<file path="src/rtl/snd_wr_pkg.sv">
// Shared encodings for the sound-chip write initiator: command targets, FSM states
// and the FIFO entry layout.
package snd_wr_pkg;

    typedef enum logic [1:0] {
        TGT_YM_ADDR = 2'd0,
        TGT_YM_DATA = 2'd1,
        TGT_OKI     = 2'd2,
        TGT_BANK    = 2'd3
    } tgt_e;

    localparam int unsigned CMD_W = 10;

    typedef struct packed {
        tgt_e       tgt;
        logic [7:0] data;
    } cmd_t;

    typedef enum logic [2:0] {
        StIdle,
        StDispatch,
        StYmPoll,
        StYmWr,
        StOkiWr,
        StGap
    } state_e;

    function automatic int unsigned max_u(input int unsigned a, input int unsigned b);
        return (a > b) ? a : b;
    endfunction

endpackage

</file>
<file path="src/rtl/snd_cmd_fifo.sv">
// DEPTH x WIDTH synchronous FIFO with combinational head read and simultaneous push/pop.
// full_next is the full flag one cycle ahead, so the caller can register its ready.
module snd_cmd_fifo #(
    parameter int unsigned DEPTH = 16,
    parameter int unsigned WIDTH = 10
) (
    input  logic             clk,
    input  logic             rst_n,
    input  logic             push,
    input  logic [WIDTH-1:0] wdata,
    input  logic             pop,
    output logic [WIDTH-1:0] rdata,
    output logic             empty,
    output logic             full,
    output logic             full_next
);

    localparam int unsigned AW = $clog2(DEPTH);

    logic [WIDTH-1:0] mem [DEPTH];
    logic [AW-1:0]    wr_ptr_q, rd_ptr_q;
    logic [AW:0]      count_q, count_d;
    logic             do_push, do_pop;

    assign full    = (count_q == (AW+1)'(DEPTH));
    assign empty   = (count_q == '0);
    assign do_pop  = pop && !empty;
    // A push into a full FIFO only lands when the head leaves in the same cycle.
    assign do_push = push && (!full || do_pop);
    assign rdata   = mem[rd_ptr_q];

    always_comb begin
        count_d = count_q;
        if (do_push && !do_pop) begin
            count_d = count_q + 1'b1;
        end else if (!do_push && do_pop) begin
            count_d = count_q - 1'b1;
        end
    end

    assign full_next = (count_d == (AW+1)'(DEPTH));

    always_ff @(posedge clk) begin
        if (!rst_n) begin
            wr_ptr_q <= '0;
            rd_ptr_q <= '0;
            count_q  <= '0;
        end else begin
            count_q <= count_d;
            if (do_push) wr_ptr_q <= wr_ptr_q + 1'b1;
            if (do_pop)  rd_ptr_q <= rd_ptr_q + 1'b1;
        end
    end

    always_ff @(posedge clk) begin
        if (do_push) mem[wr_ptr_q] <= wdata;
    end

endmodule

</file>
<file path="src/rtl/snowbro2_snd_wr.sv">
// Sound-chip write initiator: queues register writes and drives jt51 / jt6295 strobes
// with fixed hold and gap timing, polling YM busy before data writes.
module snowbro2_snd_wr
    import snd_wr_pkg::*;
#(
    parameter int unsigned DEPTH    = 16,
    parameter int unsigned WR_CYC   = 8,
    parameter int unsigned GAP_CYC  = 4,
    parameter int unsigned OKI_HOLD = 64,
    parameter int unsigned BUSY_TMO = 4096
) (
    input  logic       CLK96,
    input  logic       RESET96_N,
    input  logic       CMD_VALID,
    output logic       CMD_READY,
    input  logic [1:0] CMD_TGT,
    input  logic [7:0] CMD_DATA,
    output logic       YM2151_CS,
    output logic       YM2151_WE,
    output logic       YM2151_WR_CMD,
    output logic [7:0] YM2151_DIN,
    input  logic [7:0] YM2151_DOUT,
    output logic       OKI_WE,
    output logic [7:0] OKI_DIN,
    output logic       OKI_BANK,
    output logic       IDLE,
    output logic       TMO_ERR
);

    localparam int unsigned CNT_W =
        $clog2(max_u(max_u(WR_CYC, GAP_CYC), max_u(OKI_HOLD, BUSY_TMO))) + 1;

    state_e             state_q, state_d;
    logic [CNT_W-1:0]   cnt_q, cnt_d;
    cmd_t               cmd_q, cmd_d;
    logic               ready_q;
    logic               bank_q, bank_d;
    logic               tmo_q, tmo_d;
    logic [7:0]         ym_din_q, oki_din_q;

    logic               fifo_push, fifo_pop, fifo_empty, fifo_full, fifo_full_next;
    logic [CMD_W-1:0]   fifo_rdata;
    logic               unused;

    assign unused    = ^{YM2151_DOUT[6:0], fifo_full};
    assign fifo_push = CMD_VALID && ready_q;

    snd_cmd_fifo #(
        .DEPTH (DEPTH),
        .WIDTH (CMD_W)
    ) u_fifo (
        .clk       (CLK96),
        .rst_n     (RESET96_N),
        .push      (fifo_push),
        .wdata     ({CMD_TGT, CMD_DATA}),
        .pop       (fifo_pop),
        .rdata     (fifo_rdata),
        .empty     (fifo_empty),
        .full      (fifo_full),
        .full_next (fifo_full_next)
    );

    always_comb begin
        state_d  = state_q;
        cmd_d    = cmd_q;
        bank_d   = bank_q;
        tmo_d    = tmo_q;
        fifo_pop = 1'b0;
        unique case (state_q)
            StIdle: begin
                if (!fifo_empty) begin
                    fifo_pop = 1'b1;
                    cmd_d    = cmd_t'(fifo_rdata);
                    state_d  = StDispatch;
                end
            end
            StDispatch: begin
                unique case (cmd_q.tgt)
                    TGT_BANK: begin
                        bank_d  = cmd_q.data[0];
                        state_d = StIdle;
                    end
                    TGT_OKI:     state_d = StOkiWr;
                    TGT_YM_ADDR: state_d = StYmWr;
                    TGT_YM_DATA: state_d = StYmPoll;
                endcase
            end
            StYmPoll: begin
                // The first poll cycle only opens the status read; busy is trusted from cycle 2.
                if (cnt_q != '0 && !YM2151_DOUT[7]) begin
                    state_d = StYmWr;
                end else if (cnt_q == CNT_W'(BUSY_TMO - 1)) begin
                    tmo_d   = 1'b1;
                    state_d = StYmWr;
                end
            end
            StYmWr:  if (cnt_q == CNT_W'(WR_CYC - 1))   state_d = StGap;
            StOkiWr: if (cnt_q == CNT_W'(OKI_HOLD - 1)) state_d = StGap;
            StGap:   if (cnt_q == CNT_W'(GAP_CYC - 1))  state_d = StIdle;
            default: state_d = StIdle;
        endcase
        cnt_d = (state_d != state_q) ? '0 : cnt_q + 1'b1;
    end

    always_ff @(posedge CLK96) begin
        if (!RESET96_N) begin
            state_q   <= StIdle;
            cnt_q     <= '0;
            cmd_q     <= '0;
            ready_q   <= 1'b0;
            bank_q    <= 1'b0;
            tmo_q     <= 1'b0;
            ym_din_q  <= '0;
            oki_din_q <= '0;
        end else begin
            state_q <= state_d;
            cnt_q   <= cnt_d;
            cmd_q   <= cmd_d;
            ready_q <= !fifo_full_next;
            bank_q  <= bank_d;
            tmo_q   <= tmo_d;
            if (state_d == StYmWr && state_q != StYmWr)   ym_din_q  <= cmd_q.data;
            if (state_d == StOkiWr && state_q != StOkiWr) oki_din_q <= cmd_q.data;
        end
    end

    assign CMD_READY     = ready_q;
    assign YM2151_CS     = (state_q == StYmPoll) || (state_q == StYmWr);
    assign YM2151_WE     = (state_q != StYmWr);
    assign YM2151_WR_CMD = (state_q == StYmPoll) ||
                           ((state_q == StYmWr) && (cmd_q.tgt == TGT_YM_DATA));
    assign YM2151_DIN    = ym_din_q;
    assign OKI_WE        = (state_q != StOkiWr);
    assign OKI_DIN       = oki_din_q;
    assign OKI_BANK      = bank_q;
    assign IDLE          = fifo_empty && (state_q == StIdle);
    assign TMO_ERR       = tmo_q;

endmodule

</file>
<file path="config.mk">
export PLATFORM = sky130hd
export DESIGN_NAME = snowbro2_snd_wr
export DESIGN_NICKNAME = d
export VERILOG_FILES = /design/src/rtl/snd_wr_pkg.sv /design/src/rtl/snd_cmd_fifo.sv /design/src/rtl/snowbro2_snd_wr.sv
export SDC_FILE = /design/constraint.sdc
export NUM_CORES = 1
export LEC_CHECK = 0
export CAP_MARGIN = 20
export CORE_UTILIZATION = 54
export CTS_CLUSTER_DIAMETER = 200
export CTS_CLUSTER_SIZE = 40
export DETAILED_ROUTE_END_ITERATION = 10
export HOLD_SLACK_MARGIN = 0.12
export PLACE_DENSITY = 0.84
export SYNTH_ARGS = -nofsm -noshare
export SYNTH_HDL_FRONTEND = slang
export SYNTH_SLANG_ARGS = --single-unit
export TNS_END_PERCENT = 20
</file>
<file path="constraint.sdc">
create_clock -name CLK96 -period 2.8 [get_ports CLK96]
set_clock_uncertainty 0.05 [all_clocks]
set_input_delay 0.56 -clock CLK96 [delete_from_list [all_inputs] [get_ports CLK96]]
set_output_delay 0.56 -clock CLK96 [all_outputs]
set_load 0.03 [all_outputs]
</file>
==> flow_summary_export.csv, run 1 <==
group,metric,value,unit
setup_path,critPathKind,"flip-flop to primary output",
timing,timing.setup.tns,0,ns
pwr,power.leakage,0.003249,µW
synthesis,postSynth.asyncResetShare,0,%
setup_path,worst_setup_path_end_kind,"primary output",
clock_network,cts.root.buffer_cell,"sky130_fd_sc_hd__clkbuf_16",
synthesis,synth-seq-cells,218,
floorplanning,io-pin-count,45,
pwr,share_seq_of_total_power,49.3,%
synthesis,postSynthNetCount,606,
routing,routedWlPerCell,20.57,µm
synthesis,synth.yosys.seq_area_share,66.58,%
floorplanning,die_area,17110,µm²
pwr,power.share.clock,19.7,%
synthesis,gate_count_of_the_mapped_netlist,575,
job,maxCapViolations,0,
timing,grt_setup_unrepaired,"no",
global_routing,global_route_wire_length_before_repair,27.48,mm
routing,route.detailed.drc,0,
placed_design,placement.io_buffers,37,
pwr,power.net_switching,2368,µW
synthesis,synth_top_flop_cell,"sky130_fd_sc_hd__edfxtp_1",
global_routing,antenna_found_initial,0,
clock_network,cts.htree.levels,1,
routing,detail-route-antenna-nets,0,
timing,finalSetupViolations,0,
finish,nNetsFinal,662,
timing,tightest_slew,0.7444,ns
min_path,min_path_type,"flip-flop to flip-flop",
clock_network,cts_tree,"done",
synthesis,synth_edf_count,160,
clock_network,cts.repair_timing.setup_buffer_count,0,
pwr,max-vdd-ir-drop,0.7333,mV
synthesis,synthesis.area_per_instance,15.58,µm²
clock_network,cts_buffers,9,
placed_design,dp_hpwl,11.66,mm
synthesis,netlist-cell-type-count,53,
synthesis,synth_area_leaders,"sky130_fd_sc_hd__edfxtp_1, sky130_fd_sc_hd__dfxtp_1, sky130_fd_sc_hd__mux4_2",
routing,viasPerCell,5.978,
synthesis,synth_top_cell_area_share,53.62,%
pwr,internal_power,5342,µW
floorplanning,floorplan.rows,46,
clock_network,number_of_sinks_driven_by_the_clock_tree,218,
setup_path,critical_path.max_stage_delay,0.49,ns
routing,route.final.wire_length,17.43,mm
finish,postLayoutCoreUtil,62.57,%
routing,vias,5063,
synthesis,ys.warnings.count,0,
synthesis,netlist_area,8960,µm²
global_routing,global_route_usage_over_all_layers,21.78,%
setup_path,worstPathArrival,2.01,ns
global_routing,first_global_vias,4991,
floorplanning,core_region_area,16060,µm²
global_routing,globalRouteOverflowTotal,0,
timing,final_worst_path_cycle_share,93.53,%
timing,relSlewSlack,50.31,%
clock_network,worst_setup_hold_path_clk_slew,0.14,ns
pwr,p_sw_share,30.71,%
routing,detailedRoute.firstIterationViolations,465,
finish,layout-area-overhead-vs-synth,12.13,%
finish,number_of_antenna_cells_inserted,0,
routing,detailedRoute.firstPassIterationCount,5,
setup_path,cp_slowest_cell,"sky130_fd_sc_hd__or4b_4",
floorplanning,dieWidth,130.8,µm
status,outcome,"finished, final reports clean",
pwr,power.combinational.fraction,30.9,%
finish,final_cell_area,10050,µm²
setup_path,critical_path_required,2.19,ns
timing,final.min_clock_period,2.619,ns
synthesis,netlist.top_cell.by_area,"sky130_fd_sc_hd__edfxtp_1",
setup_path,crit_path_max_fanout,6,
setup_path,chain_of_cells_forming_the_critical_path,"inv_1 -> ha_1 -> or4b_4 -> nor2_1 -> clkbuf_2",
pwr,cellPowerDensity,767.3,nW/µm²
setup_path,worstSetupStartpointType,"flip-flop",
finish,ratio_of_cells_with_drive_above_1_in_the_final_layout,19.65,%
clock_network,insertion_delay,0.47,ns
placed_design,place_area,9793,µm²
global_routing,maximum_number_of_pins_on_one_net_before_global_route_repair,42,
clock_network,ctsLongestPathBuffers,3,
placed_design,globalplace.congestion,0.9242,
timing,max_clock_freq,381.9,MHz
floorplanning,start_util,55.80,%
floorplanning,dieHeight,130.8,µm
timing,finalMaxSlewViolations,0,
timing,final_hold_viol_count,0,
Yosys cell counts (all sizes together), types with 3 or more instances:
master  count
nor4        4
dfxtp      58
ha         10
nand2      56
o21ai      17
and2        4
nand4       7
clkbuf     20
nand2b      5
mux2i      18
nor3       11
mux4       50
and3        5
and4        4
xnor2      13
xor2        6
inv         9
nand3       4
a21oi      24
buf        12
a211oi      3
nor2       43
edfxtp    160
nor2b       3
worst paths after layout:
path	start	endpoint	slack, ns	cells after the start
min reg2reg	YM2151_DIN[2]	YM2151_DIN[2]	0.43	2
max	u_fifo.count_q[0]	IDLE	0.18	5
max reg2reg	u_fifo.count_q[0]	CMD_READY	0.26	7
min	YM2151_DIN[2]	YM2151_DIN[2]	0.43	2
per-stage QoR:
stage | std cells | power (µW) | hold slack [ns] | setup WS [ns]
final | 847 | 7710 | 0.4317 | 0.1813
after global routing | 847 | 8065 | 0.4581 | 0.03799
after CTS | 847 | 7753 | 0.4373 | 0.008354
after detailed placement | 836 | 6279 | 0.4131 | 0.1994
after global placement | 836 | 6188 | 0.4019 | 0.2680
after floorplan | 575 | 5623 | 0.4015 | 0.2277
power by group through the flow:
stage | sequential, µW | combinational (µW) | clock, µW
after floorplan | 3840 | 1780 | 0
after global placement | 3860 | 2330 | 0
after detailed placement | 3870 | 2400 | 0
after CTS | 3800 | 2410 | 1540
after global routing | 3830 | 2600 | 1630
final | 3800 | 2390 | 1520
cell usage in the layout, fill, tap and decap left out, types with 4 or more instances in the layout:
| master | instances |
|---|---|
| sky130_fd_sc_hd__o21ai_0 | 16 |
| sky130_fd_sc_hd__and3_1 | 5 |
| sky130_fd_sc_hd__mux2i_1 | 18 |
| sky130_fd_sc_hd__inv_1 | 9 |
| sky130_fd_sc_hd__clkbuf_16 | 9 |
| sky130_fd_sc_hd__nor3_1 | 11 |
| sky130_fd_sc_hd__a21oi_2 | 12 |
| sky130_fd_sc_hd__dfxtp_1 | 56 |
| sky130_fd_sc_hd__xor2_1 | 6 |
| sky130_fd_sc_hd__ha_1 | 10 |
| sky130_fd_sc_hd__mux4_2 | 50 |
| sky130_fd_sc_hd__a21oi_1 | 12 |
| sky130_fd_sc_hd__nand3_1 | 4 |
| sky130_fd_sc_hd__nand4_1 | 7 |
| sky130_fd_sc_hd__nand2b_1 | 5 |
| sky130_fd_sc_hd__edfxtp_1 | 160 |
| sky130_fd_sc_hd__buf_4 | 37 |
| sky130_fd_sc_hd__nand2_1 | 55 |
| sky130_fd_sc_hd__nor2_1 | 43 |
| sky130_fd_sc_hd__and2_1 | 4 |
| sky130_fd_sc_hd__xnor2_1 | 13 |
| sky130_fd_sc_hd__clkdlybuf4s50_1 | 36 |
| sky130_fd_sc_hd__and4_1 | 4 |
logic make-up (layout without fill, tap and decap cells):
| logic type | count (synthesis) | count (layout) | share of synthesized area, % |
|---|---|---|---|
| DFF | 218 | 218 | 66.58 |
| and+or+nand+nor | 159 | 159 | 8.881 |
| buffers and inverters | 42 | 98 | 2.067 |
| adders and majority gates | 10 | 10 | 1.396 |
| AOI/OAI and AO/OA | 58 | 58 | 4.511 |
| xor gates and xnor gates | 19 | 19 | 1.857 |
| muxes | 69 | 69 | 14.70 |
critical path, delay by kind of cell (launching register included):
kind / cells / cell delay [ns]
buffers and inverters: 2 / 0.34
and+or+nand+nor: 2 / 0.60
DFF: 1 / 0.39
adders and majority gates: 1 / 0.20
flip-flops by register name (all words and copies together) (netlist names):
signal	cells
u_fifo.mem	160
cnt_q	13
cmd_q	10
OKI_DIN	8
YM2151_DIN	8
u_fifo.count_q	5
u_fifo.rd_ptr_q	4
u_fifo.wr_ptr_q	4
state_q	3
CMD_READY	1
OKI_BANK	1
TMO_ERR	1
per-layer routing:
layer  vias to the layer above  global-route usage [%]  part of all wire [%]
met3                        34                   2.321                   4.8
met5                         -                       0                     0
li1                       2297                       -                     -
met2                       164                   37.07                    49
met4                         0                   6.153                   2.8
met1                      2568                   30.04                    43
timing repair:
item | in CTS | in global routing
hold buffers | 0 | 0
gates resized for setup | 1 | 2
endpoints found under the setup margin | 1 | 1
final cells by class:
type                       instances  area [µm²]
fill                            1117        6011
sequential                       218        5968
multi-input combinational        315        2809
timing repair buffer              77       703.2
tap                              216       270.3
clock buffer                      10       229.0
inverter                          10       37.54
clock inverter                     1       30.03
Power figures use the tool's default switching activity.
==> inputs of run 2 (changes only) <==
--- a/config.mk
+++ b/config.mk
@@ -6,6 +6,7 @@
 export NUM_CORES = 1
 export LEC_CHECK = 0
 export CAP_MARGIN = 20
+export CORE_MARGIN = 3
 export CORE_UTILIZATION = 54
 export CTS_CLUSTER_DIAMETER = 200
 export CTS_CLUSTER_SIZE = 40
==> run 2 against run 1 <==
Maximum frequency down 0.61%. Die area up 6.2%. Global-route usage down 1.7 points. Cell area down 0.81%. First-iteration DRC count down 7.7%. Sequential power about the same. Sequential share of layout area up 0.48 points. Register-to-register slack about the same. Via count down 0.26%. Combinational power about the same. Clock power about the same. Non-clock buffer count down 8. Critical path type unchanged. Critical endpoint is now YM2151_WR_CMD. Largest cell class unchanged.
==> flow_summary_export.csv, run 2 (synthesis gave the netlist of run 1 again) <==
group,metric,value,unit
clock_network,cts.repair_timing.setup_buffer_count,0,
routing,route.detailed.drc,0,
pwr,share_seq_of_total_power,49.0,%
global_routing,maximum_number_of_pins_on_one_net_before_global_route_repair,44,
setup_path,cp_slowest_cell,"sky130_fd_sc_hd__clkdlybuf4s50_1",
floorplanning,dieHeight,134.8,µm
timing,final.min_clock_period,2.635,ns
floorplanning,floorplan.rows,46,
finish,largest_registers,"u_fifo.mem x160, cnt_q x13, cmd_q x10",
global_routing,global_route_wire_length_before_repair,28.12,mm
floorplanning,die_area,18170,µm²
setup_path,rr_worst_depth,7,
setup_path,cp_top_family,"buffers and inverters",
placed_design,place_area,9708,µm²
setup_path,cp_num_buf_inv,2,
placed_design,placement.io_buffers,37,
pwr,cellPowerDensity,773.2,nW/µm²
clock_network,post_cts.resized_instances,1,
timing,relSlewSlack,46.38,%
finish,mostFrequentLayoutCells,"sky130_fd_sc_hd__edfxtp_1, sky130_fd_sc_hd__dfxtp_1, sky130_fd_sc_hd__nand2_1",
clock_network,ctsHoldBuffers,0,
global_routing,globalRouteOverflowTotal,0,
finish,largest_reg_flops,160,
setup_path,regToRegStartpoint,"u_fifo.count_q[1]",
finish,layout_commonest_cell,"sky130_fd_sc_hd__edfxtp_1",
placed_design,dp_worst_setup_slack,0.2081,ns
setup_path,critical_path_required,2.19,ns
min_path,min_path_type,"flip-flop to flip-flop",
setup_path,worst_setup_path_end_kind,"primary output",
floorplanning,io-pin-count,45,
global_routing,first_global_vias,5044,
timing,finalMaxSlewViolations,0,
setup_path,critPathKind,"flip-flop to primary output",
clock_network,cts.root.buffer_cell,"sky130_fd_sc_hd__clkbuf_16",
routing,detailedRoute.firstIterationViolations,429,
finish,final_cell_area,9966,µm²
floorplanning,dieWidth,134.8,µm
routing,highest-signal-layer,"met4",
clock_network,worst_setup_hold_path_clk_slew,0.14,ns
floorplanning,core_region_area,16060,µm²
global_routing,global_route_usage_over_all_layers,20.08,%
timing,max_clock_freq,379.5,MHz
setup_path,crit_path_max_fanout,15,
routing,met3_length,1.087,mm
routing,routedWlPerCell,21.22,µm
status,outcome,"finished, final reports clean",
clock_network,insertion_delay,0.47,ns
setup_path,r2r_setup_slack,0.25,ns
setup_path,critical_path.max_stage_delay,0.68,ns
setup_path,worstPathArrival,2.02,ns
setup_path,worstSetupStartpointType,"flip-flop",
pwr,internal_power,5318,µW
routing,detailedRoute.firstPassIterationCount,6,
timing,grt_setup_unrepaired,"no",
routing,m1WireLength,7.165,mm
min_path,hold_end,"YM2151_DIN[5]",
clock_network,cts_buffers,9,
floorplanning,start_util,55.80,%
timing,final_worst_path_cycle_share,94.10,%
min_path,hold_path_cells,2,
pwr,p_sw_share,30.98,%
clock_network,cts_tree,"done",
timing,finalSetupViolations,0,
timing,tightest_slew,0.8032,ns
clock_network,ctsLongestPathBuffers,3,
finish,number_of_antenna_cells_inserted,0,
setup_path,chain_of_cells_forming_the_critical_path,"buf_4 -> nand2b_1 -> a21oi_1 -> clkdlybuf4s50_1",
routing,vias,5050,
routing,detail-route-antenna-nets,0,
routing,viasPerCell,6.012,
timing,timing.setup.tns,0,ns
clock_network,number_of_sinks_driven_by_the_clock_tree,218,
finish,nNetsFinal,654,
pwr,power.net_switching,2387,µW
timing,final_hold_viol_count,0,
pwr,power.combinational.fraction,31.2,%
min_path,timing.hold.worst.start,"YM2151_DIN[5]",
pwr,power.leakage,0.003201,µW
routing,route.final.wire_length,17.83,mm
finish,layout-area-overhead-vs-synth,11.23,%
global_routing,antenna_found_initial,0,
finish,ratio_of_cells_with_drive_above_1_in_the_final_layout,18.59,%
pwr,power.share.clock,19.8,%
routing,detailroute.wirelength.met2,9.257,mm
job,maxCapViolations,0,
pwr,max-vdd-ir-drop,0.5892,mV
clock_network,cts.htree.levels,1,
finish,largest-register,"u_fifo.mem",
placed_design,globalplace.congestion,0.8539,
timing,final_critical_path_setup_slack,0.1653,ns
setup_path,regToRegEndpoint,"CMD_READY",
placed_design,dp_hpwl,11.56,mm
## run 2: cell types whose count changed in the layout (fill, tap and decap cells not counted), sizes merged
cell,before,now
buf,40,32
clkbuf,11,12
## run 2: layout make-up
cell class | count | area [µm²]
fillers | 1131 | 6092
flip-flops and latches | 218 | 5968
multi-input cells | 315 | 2809
repair buffers | 69 | 618.1
well taps | 216 | 270.3
clock buffers | 11 | 232.7
inverters | 10 | 37.54
clock inverters | 1 | 30.03
## run 2: tightest hold or removal path, cell delays in order (launching register included)
cell	delay, ns
sky130_fd_sc_hd__dfxtp_1	0.34
sky130_fd_sc_hd__nand2_1	0.05
sky130_fd_sc_hd__mux2i_1	0.05
## run 2: stage by stage
stage	util, %	hold WS (ns)	instances	power [µW]
3_5_place_dp	60.46	0.4175	828	6248
3_3_place_gp	60.46	0.3977	828	6152
5_1_grt	62.06	0.4537	840	8072
2_1_floorplan	-	0.4015	575	5623
4_1_cts	62.09	0.4360	840	7745
6_report	62.06	0.4324	840	7705
## run 2: worst max-delay path by stage
| stage | from | to | slack [ns] | cells after the start |
|---|---|---|---|---|
| 2_1_floorplan | u_fifo.count_q[0] | u_fifo.mem[3][0] | 0.23 | 6 |
| 5_1_grt | u_fifo.count_q[0] | IDLE | 0.1 | 5 |
| 6_report | state_q[2] | YM2151_WR_CMD | 0.17 | 4 |
| 4_1_cts | u_fifo.count_q[1] | IDLE | 0.02 | 5 |
| 3_5_place_dp | CMD_VALID | CMD_READY | 0.21 | 6 |
| 3_3_place_gp | u_fifo.count_q[0] | IDLE | 0.28 | 5 |
## run 2: metal layers
| metal | global-route usage [%] | up-vias |
|---|---|---|
| met5 | 0 | - |
| met4 | 4.016 | 0 |
| met3 | 2.422 | 23 |
| met2 | 35.91 | 185 |
| met1 | 26.89 | 2562 |
| li1 | - | 2280 |
## run 2: power by group through the flow
stage               clock, µW  combinational, µW  sequential [µW]
finish                   1530               2400             3780
CTS                      1560               2410             3770
global placement            0               2330             3820
global route             1670               2600             3800
floorplan                   0               1780             3840
detailed placement          0               2410             3840
==> inputs of run 3 (changes only) <==
--- a/config.mk
+++ b/config.mk
@@ -5,7 +5,7 @@
 export SDC_FILE = /design/constraint.sdc
 export NUM_CORES = 1
 export LEC_CHECK = 0
-export CAP_MARGIN = 20
+export CAP_MARGIN = 15
 export CORE_MARGIN = 3
 export CORE_UTILIZATION = 54
 export CTS_CLUSTER_DIAMETER = 200
==> results of run 3 <==
The final DEF is identical to that of run 2; final timing and power are the same.
